## config.mk

```make
export PLATFORM = sky130hd
export DESIGN_NAME = clk_div_bank
export DESIGN_NICKNAME = d
export VERILOG_FILES = /design/src/rtl/clk_div_bank.sv
export SDC_FILE = /design/constraint.sdc
export NUM_CORES = 1
export LEC_CHECK = 0
export ABC_AREA = 1
export CORE_MARGIN = 2
export CORE_UTILIZATION = 57
export CTS_CLUSTER_SIZE = 8
export DETAILED_ROUTE_END_ITERATION = 12
export MAX_ROUTING_LAYER = met4
export PLACE_DENSITY = 0.75
export SYNTH_ARGS = -nofsm -noshare
export SYNTH_HDL_FRONTEND = slang
export SYNTH_SLANG_ARGS = --single-unit
export TNS_END_PERCENT = 10
```

## constraint.sdc

```tcl
create_clock -name clk -period 5.4 [get_ports clk]
set_clock_uncertainty 0.2 [all_clocks]
set_input_delay 0.54 -clock clk [delete_from_list [all_inputs] [get_ports clk]]
set_output_delay 0.54 -clock clk [all_outputs]
set_load 0.03 [all_outputs]
```

## src/rtl/clk_div_bank.sv

```systemverilog
// Bank of independent programmable clock dividers sharing one configuration write port.
// Each channel emits a terminal-count tick and either a tick-follower or a 50% square clkout.
module clk_div_bank #(
   parameter int               NCH     = 4,
   parameter int               DIV_W   = 32,
   parameter logic [DIV_W-1:0] DEF_DIV = '0,
   localparam int              CH_W    = (NCH > 1) ? $clog2(NCH) : 1
) (
   input  logic             clk,
   input  logic             rst,
   input  logic             wr_en,
   input  logic [CH_W-1:0]  wr_ch,
   input  logic [DIV_W-1:0] wr_div,
   input  logic             wr_mode,
   input  logic [NCH-1:0]   ch_en,
   output logic [NCH-1:0]   tick,
   output logic [NCH-1:0]   clkout,
   output logic [NCH-1:0]   pending
);

   for (genvar gi = 0; gi < NCH; gi++) begin : g_ch
      logic [DIV_W-1:0] cnt_reg, cnt_next;
      logic [DIV_W-1:0] act_div_reg, act_div_next;
      logic [DIV_W-1:0] sh_div_reg, sh_div_next;
      logic             act_mode_reg, act_mode_next;
      logic             sh_mode_reg, sh_mode_next;
      logic             pend_reg, pend_next;
      logic             phase_reg, phase_next;
      logic             tick_reg, tick_next;
      logic             clkout_reg, clkout_next;
      logic             wr_hit;
      logic             tc;

      // Out-of-range channel indices never match any generated channel, so they are dropped.
      assign wr_hit = wr_en && (wr_ch == CH_W'(gi));
      assign tc     = (cnt_reg == act_div_reg);

      always_comb begin
         cnt_next      = cnt_reg;
         act_div_next  = act_div_reg;
         act_mode_next = act_mode_reg;
         sh_div_next   = sh_div_reg;
         sh_mode_next  = sh_mode_reg;
         pend_next     = pend_reg;
         phase_next    = phase_reg;
         tick_next     = 1'b0;

         if (!ch_en[gi]) begin
            cnt_next   = '0;
            phase_next = 1'b0;
            if (pend_reg) begin
               act_div_next  = sh_div_reg;
               act_mode_next = sh_mode_reg;
               pend_next     = 1'b0;
            end
         end else if (tc) begin
            cnt_next  = '0;
            tick_next = 1'b1;
            // A mode switch restarts the square wave low; otherwise square mode toggles.
            if (pend_reg && (sh_mode_reg != act_mode_reg))
               phase_next = 1'b0;
            else
               phase_next = act_mode_reg & ~phase_reg;
            if (pend_reg) begin
               act_div_next  = sh_div_reg;
               act_mode_next = sh_mode_reg;
               pend_next     = 1'b0;
            end
         end else begin
            cnt_next = cnt_reg + DIV_W'(1);
         end

         // A write landing together with an application refills the shadow for the next TC.
         if (wr_hit) begin
            sh_div_next  = wr_div;
            sh_mode_next = wr_mode;
            pend_next    = 1'b1;
         end

         clkout_next = act_mode_next ? phase_next : tick_next;
      end

      always_ff @(posedge clk) begin
         if (rst) begin
            cnt_reg      <= '0;
            act_div_reg  <= DEF_DIV;
            act_mode_reg <= 1'b0;
            sh_div_reg   <= DEF_DIV;
            sh_mode_reg  <= 1'b0;
            pend_reg     <= 1'b0;
            phase_reg    <= 1'b0;
            tick_reg     <= 1'b0;
            clkout_reg   <= 1'b0;
         end else begin
            cnt_reg      <= cnt_next;
            act_div_reg  <= act_div_next;
            act_mode_reg <= act_mode_next;
            sh_div_reg   <= sh_div_next;
            sh_mode_reg  <= sh_mode_next;
            pend_reg     <= pend_next;
            phase_reg    <= phase_next;
            tick_reg     <= tick_next;
            clkout_reg   <= clkout_next;
         end
      end

      assign tick[gi]    = tick_reg;
      assign clkout[gi]  = clkout_reg;
      assign pending[gi] = pend_reg;
   end

endmodule

```

# Word-level counts from Yosys, hierarchy flattened
# Cells that the tools add are included.
dict set report totals {
  mem_bits_ro 0
  n_memories 0
  out_inout_bits 12
  register_bits 408
  latchBits 0
  word_cells 144
  mem_bits_rw 0
}
dict set report op_classes {
  addsub 4
  eq_ne 19
  n_div 0
  n_reduce_logical 13
  shifts 0
  n_lt_le_gt_ge 0
  bitwise 12
  muxes 60
  mul 0
}
# operator count
set op_table {}
lappend op_table {{32-bit two-way mux} 12}
lappend op_table {{32-bit by 1-bit adder with 32-bit output, second input constant} 4}
lappend op_table {{32-bit equality test} 4}
lappend op_table {{1-bit two-way mux} 48}
lappend op_table {{3-bit by 1-bit != test with 1-bit output, second input constant} 4}
lappend op_table {{3-bit OR reduction} 4}
lappend op_table {{1-bit logical AND} 8}
lappend op_table {{2-bit by 1-bit != test with 1-bit output, second input constant} 4}
lappend op_table {{1-bit inverter} 8}
lappend op_table {{1-bit AND} 4}
lappend op_table {{2-bit equality test, second input constant} 2}
lappend op_table {{1-bit != test} 4}
lappend op_table {{2-bit by 1-bit equality test with 1-bit output, second input constant} 1}
lappend op_table {{2-bit logical NOT} 1}

# Logic depth before layout (Yosys ltp)
dict set report logic_depth {
  ltp_word 6
  depth_mapped 15
  depth_no_buf 13
}

# Worst setup path before layout
# No wires, ideal clock.
dict set report synth_path {
  path_kind {register to register}
  start {register g_ch[3].cnt_reg[0]}
  end {register g_ch[3].cnt_reg[28]}
  synth_period_minus_slack_ps 1951
  arrival_ps 1639
  path_slack_ps 3449
  required_time_ps 5087
  n_path_buf 0
  stages_incl_launch_ff 13
  cell_sequence {dfxtp_1 > ha_1 > nand3_1 > nor2_4 > nand4_4 > nor2_4 > nand2_2 > nor2_4 > nand3_2 > nor2_1 > nand2_1 > nand2_1 > nor2_1}
}
dict set report synth_via {
  elab_chain_len 2
}
# element line_no
set synth_rtl {}
lappend synth_rtl {{start, declared} 22} ;# logic [DIV_W-1:0] cnt_reg, cnt_next;
lappend synth_rtl {{start signal, assigned} 95} ;# cnt_reg <= cnt_next;
lappend synth_rtl {{parallel branches: the longest is 2 deep, another holds 32-bit by 1-bit adder with 32-bit output} -}
# Several ways; the timed one is not identified.
# A chain may end at the register's enable or synchronous reset.

# Final worst setup path
dict set report layout_path {
  start {register g_ch[2].cnt_reg[13]}
  end {register g_ch[2].act_div_reg[1]}
}
dict set report layout_via {
  elab_chain_len 2
}
# element line_no
set layout_rtl {}
lappend layout_rtl {{start, declared} 22}
lappend layout_rtl {{start signal, assigned} 95}
lappend layout_rtl {{32-bit equality test} 36} ;# assign tc = (cnt_reg == act_div_reg);
lappend layout_rtl {{2-bit by 1-bit != test with 1-bit output (no line)} -}
lappend layout_rtl {{end signal, assigned} 96} ;# act_div_reg <= act_div_next;
lappend layout_rtl {{end, declared} 23} ;# logic [DIV_W-1:0] act_div_reg, act_div_next;
# No other way between the ends.

==> results.md <==
* Status: complete, no violations
* Fin crit share at 52.34%
* Gpl congestion at 0.9118
* Cell taking the most area after synthesis: dfxtp_1
* Clock Pin Slew Worst Setup and Hold Paths at 0.05 ns
* Initial DRC Count at 1114
* CP cell instances: xnor2_1 -> nand2_1 -> nor2_1 -> nand2_1 -> nor2_1 -> nand2_2 -> nand2_1 -> nand2_2 -> inv_2 -> nor2_1 -> nor2_1
* CP Launch Type: register
* Asr flop ratio synth at 0%
* Worst path required time at 5.68 ns
* IO Port Bufs at 53
* GR Overflow Total at 0
* Slew Limit Headroom at 31.71%
* Power Dens Cells at 343.9 nW/um2
* HP Class: register to register
* RSZ-0062 raised after global routing: false
* Total track usage at 26.78%
* Core region area at 31560 um2
* CP max-delay cell: inv_2
* F_max at 353.8 MHz
* Final WL at 43040 um
* Total iterations of the first detailed-routing run at 5
* Die X at 182.8 um
* RR Startpoint: g_ch[2].cnt_reg[13]$_SDFF_PP0_
* WHS Endpoint: g_ch[3].sh_div_reg[26]$_SDFFE_PP0P_
* Leak pwr at 7.880 nW
* Ys flop type: dfxtp_1
* H-tree depth at 2
* Number of flops mapped to enable cells by yosys at 0
* Synthesized netlist cell count at 2543
* Clock tree buffer depth at 3
* Top post-synthesis cells by area: dfxtp_1, nor2_1, nand2_1, o21ai_0, xnor2_1
* Sequential area share after synthesis at 44.83%
* Max-cap violation count at 0
* Synth cell count leaders: nor2_1, nand2_1, dfxtp_1
* Max Slew Vio Count at 0
* Most common cell on crit path: nor2_1
* Largest net degree at the start of global routing at 112
* Avg WL per Cell at 14.57 um
* Worst setup EP type: register
* CP Max Fanout at 33
* CTS root buffer: clkbuf_16
* Area share of the largest cell type after synthesis at 44.83%
* Fin. Hold Viols at 0
* Num CTS Buffers at 56
* Endpoints failing setup at 0
* Layout area overhead at 10.70%
* CP Class: register to register
* Slew @ Worst Pin at 1.023 ns
* Worst r2r dst: g_ch[2].act_div_reg[1]$_SDFFE_PP0P_
* Syn_nets at 2589
* Worst-skew pair later-pin latency at 0.56 ns
* Starting Density at 57.74%
* Vias per cell at 5.235
* HP Start: g_ch[3].sh_div_reg[26]$_SDFFE_PP0P_
* Antenna violations before repair at 0
* CTS resizes at 0
* Total die area at 33410 um2
* Post-layout min period at 2.827 ns
* Hold_buf cts at 0
* CTS Sinks at 408
* Yosys warns at 0
* R2r setup slk at 2.57 ns
* Final antenna-violating net count at 0
* Worst EP arrival at 3.11 ns
* Unique masters post-synth at 41
* Hold Crit Depth at 2
* Max VDD drop at 0.0002428 V
* Num rows at 65
* Final #Nets at 2596
* CTS tree: yes
* Setup bufs post-CTS at 0
* Most frequent cell after synthesis: nor2_1
* Syn avg cell area at 7.164 um2
* Die Y at 182.8 um
* CP max stage delay at 0.56 ns
* Layout cells sized above 1 at 5.958%
* Post-Syn Area at 18220 um2
* Antenna Cells at 0
* Fill count at 2737
* Reg2Reg Depth at 11
* Remaining DRCs at 0
* Setup TNS at 0 ns
* First-pass GRT wire length at 71320 um
* Final hold slack at 0.2422 ns
* DP HPWL at 30100 um
* # IOs at 54
* Vias post-DR at 15460
* #FFs+latches synth at 408
* Vias in the first global route at 14450
[logic make-up (layout without fill, tap and decap cells)]
logic type	count (synthesis)	count (layout)	synth area share, %
xor gates and xnor gates	139	139	6.682
and+or+nand+nor	1283	1283	29.90
AOI/OAI and AO/OA	378	378	10.47
buffers and inverters	331	339	7.836
DFF	408	408	44.83
adders and majority gates	4	4	0.2747
[power breakdown]
group	total, mW	internal (mW)	switching [mW]
Combinational	0.687	0.240	0.446
Clock	3.02	1.83	1.19
Sequential	3.23	3.14	0.0831
[layout by cell type (no fill, tap or decap), drive strengths merged, types with 34 or more instances in the layout]
cell type,netlist,final
nand3,58,58
nand2,430,430
clkdlybuf4s50,0,53
dfxtp,408,408
inv,214,217
nand4,34,34
xnor2,108,108
clkbuf,72,57
a21oi,87,87
nor3,47,47
nor2,676,676
o21ai,280,280
[metal layers]
metal	share of wire, %	GRT usage, %	up-vias
li1	-	-	7983
met1	46	35.19	7020
met2	45	42.43	366
met3	5.1	3.813	91
met4	3.2	9.568	0
met5	0	-	-
[per-stage QoR]
stage / instances / power [mW] / utilization [%] / worst slack [ns] / instance area [um2]
2_1_floorplan: 2543 / 3.767 / - / 3.449 / 18220
3_3_place_gp: 2894 / 3.938 / 59.34 / 2.314 / 18720
3_5_place_dp: 2894 / 3.959 / 59.34 / 2.236 / 18720
4_1_cts: 2953 / 6.979 / 63.91 / 2.645 / 20170
5_1_grt: 2953 / 7.225 / 63.91 / 2.388 / 20170
6_report: 2953 / 6.936 / 63.91 / 2.573 / 20170
[worst max-delay path by stage]
stage          cells past startpoint                            from                              endpoint  slack (ns)
5_1_grt                           12   g_ch[1].cnt_reg[5]$_SDFF_PP0_  g_ch[1].act_div_reg[27]$_SDFFE_PP0P_        2.39
4_1_cts                           11  g_ch[2].cnt_reg[13]$_SDFF_PP0_   g_ch[2].act_div_reg[1]$_SDFFE_PP0P_        2.65
3_3_place_gp                       6                           wr_en         g_ch[0].pend_reg$_SDFFE_PP0P_        2.31
6_report                          11  g_ch[2].cnt_reg[13]$_SDFF_PP0_   g_ch[2].act_div_reg[1]$_SDFFE_PP0P_        2.57
3_5_place_dp                       6                           wr_en         g_ch[0].pend_reg$_SDFFE_PP0P_        2.24
2_1_floorplan                     12   g_ch[3].cnt_reg[0]$_SDFF_PP0_        g_ch[3].cnt_reg[28]$_SDFF_PP0_        3.45
[critical path, delay by kind of cell (launching register included)]
kind	cells	cell delay, ns
XOR/XNOR	1	0.32
AND/OR/NAND/NOR	9	1.29
buffers and inverters	1	0.56
flip-flops	1	0.37
[cell type report]
class	count	area (um2)	share of cell area [%]
clock buffer	57	1426	7.072
clock inverter	2	17.52	0.08685
inverter	218	824.5	4.088
multi-input combinational	1804	8631	42.79
sequential	408	8168	40.50
tap	402	503.0	2.494
timing repair buffer	62	598.1	2.965
(Power assumes the default switching activity.)
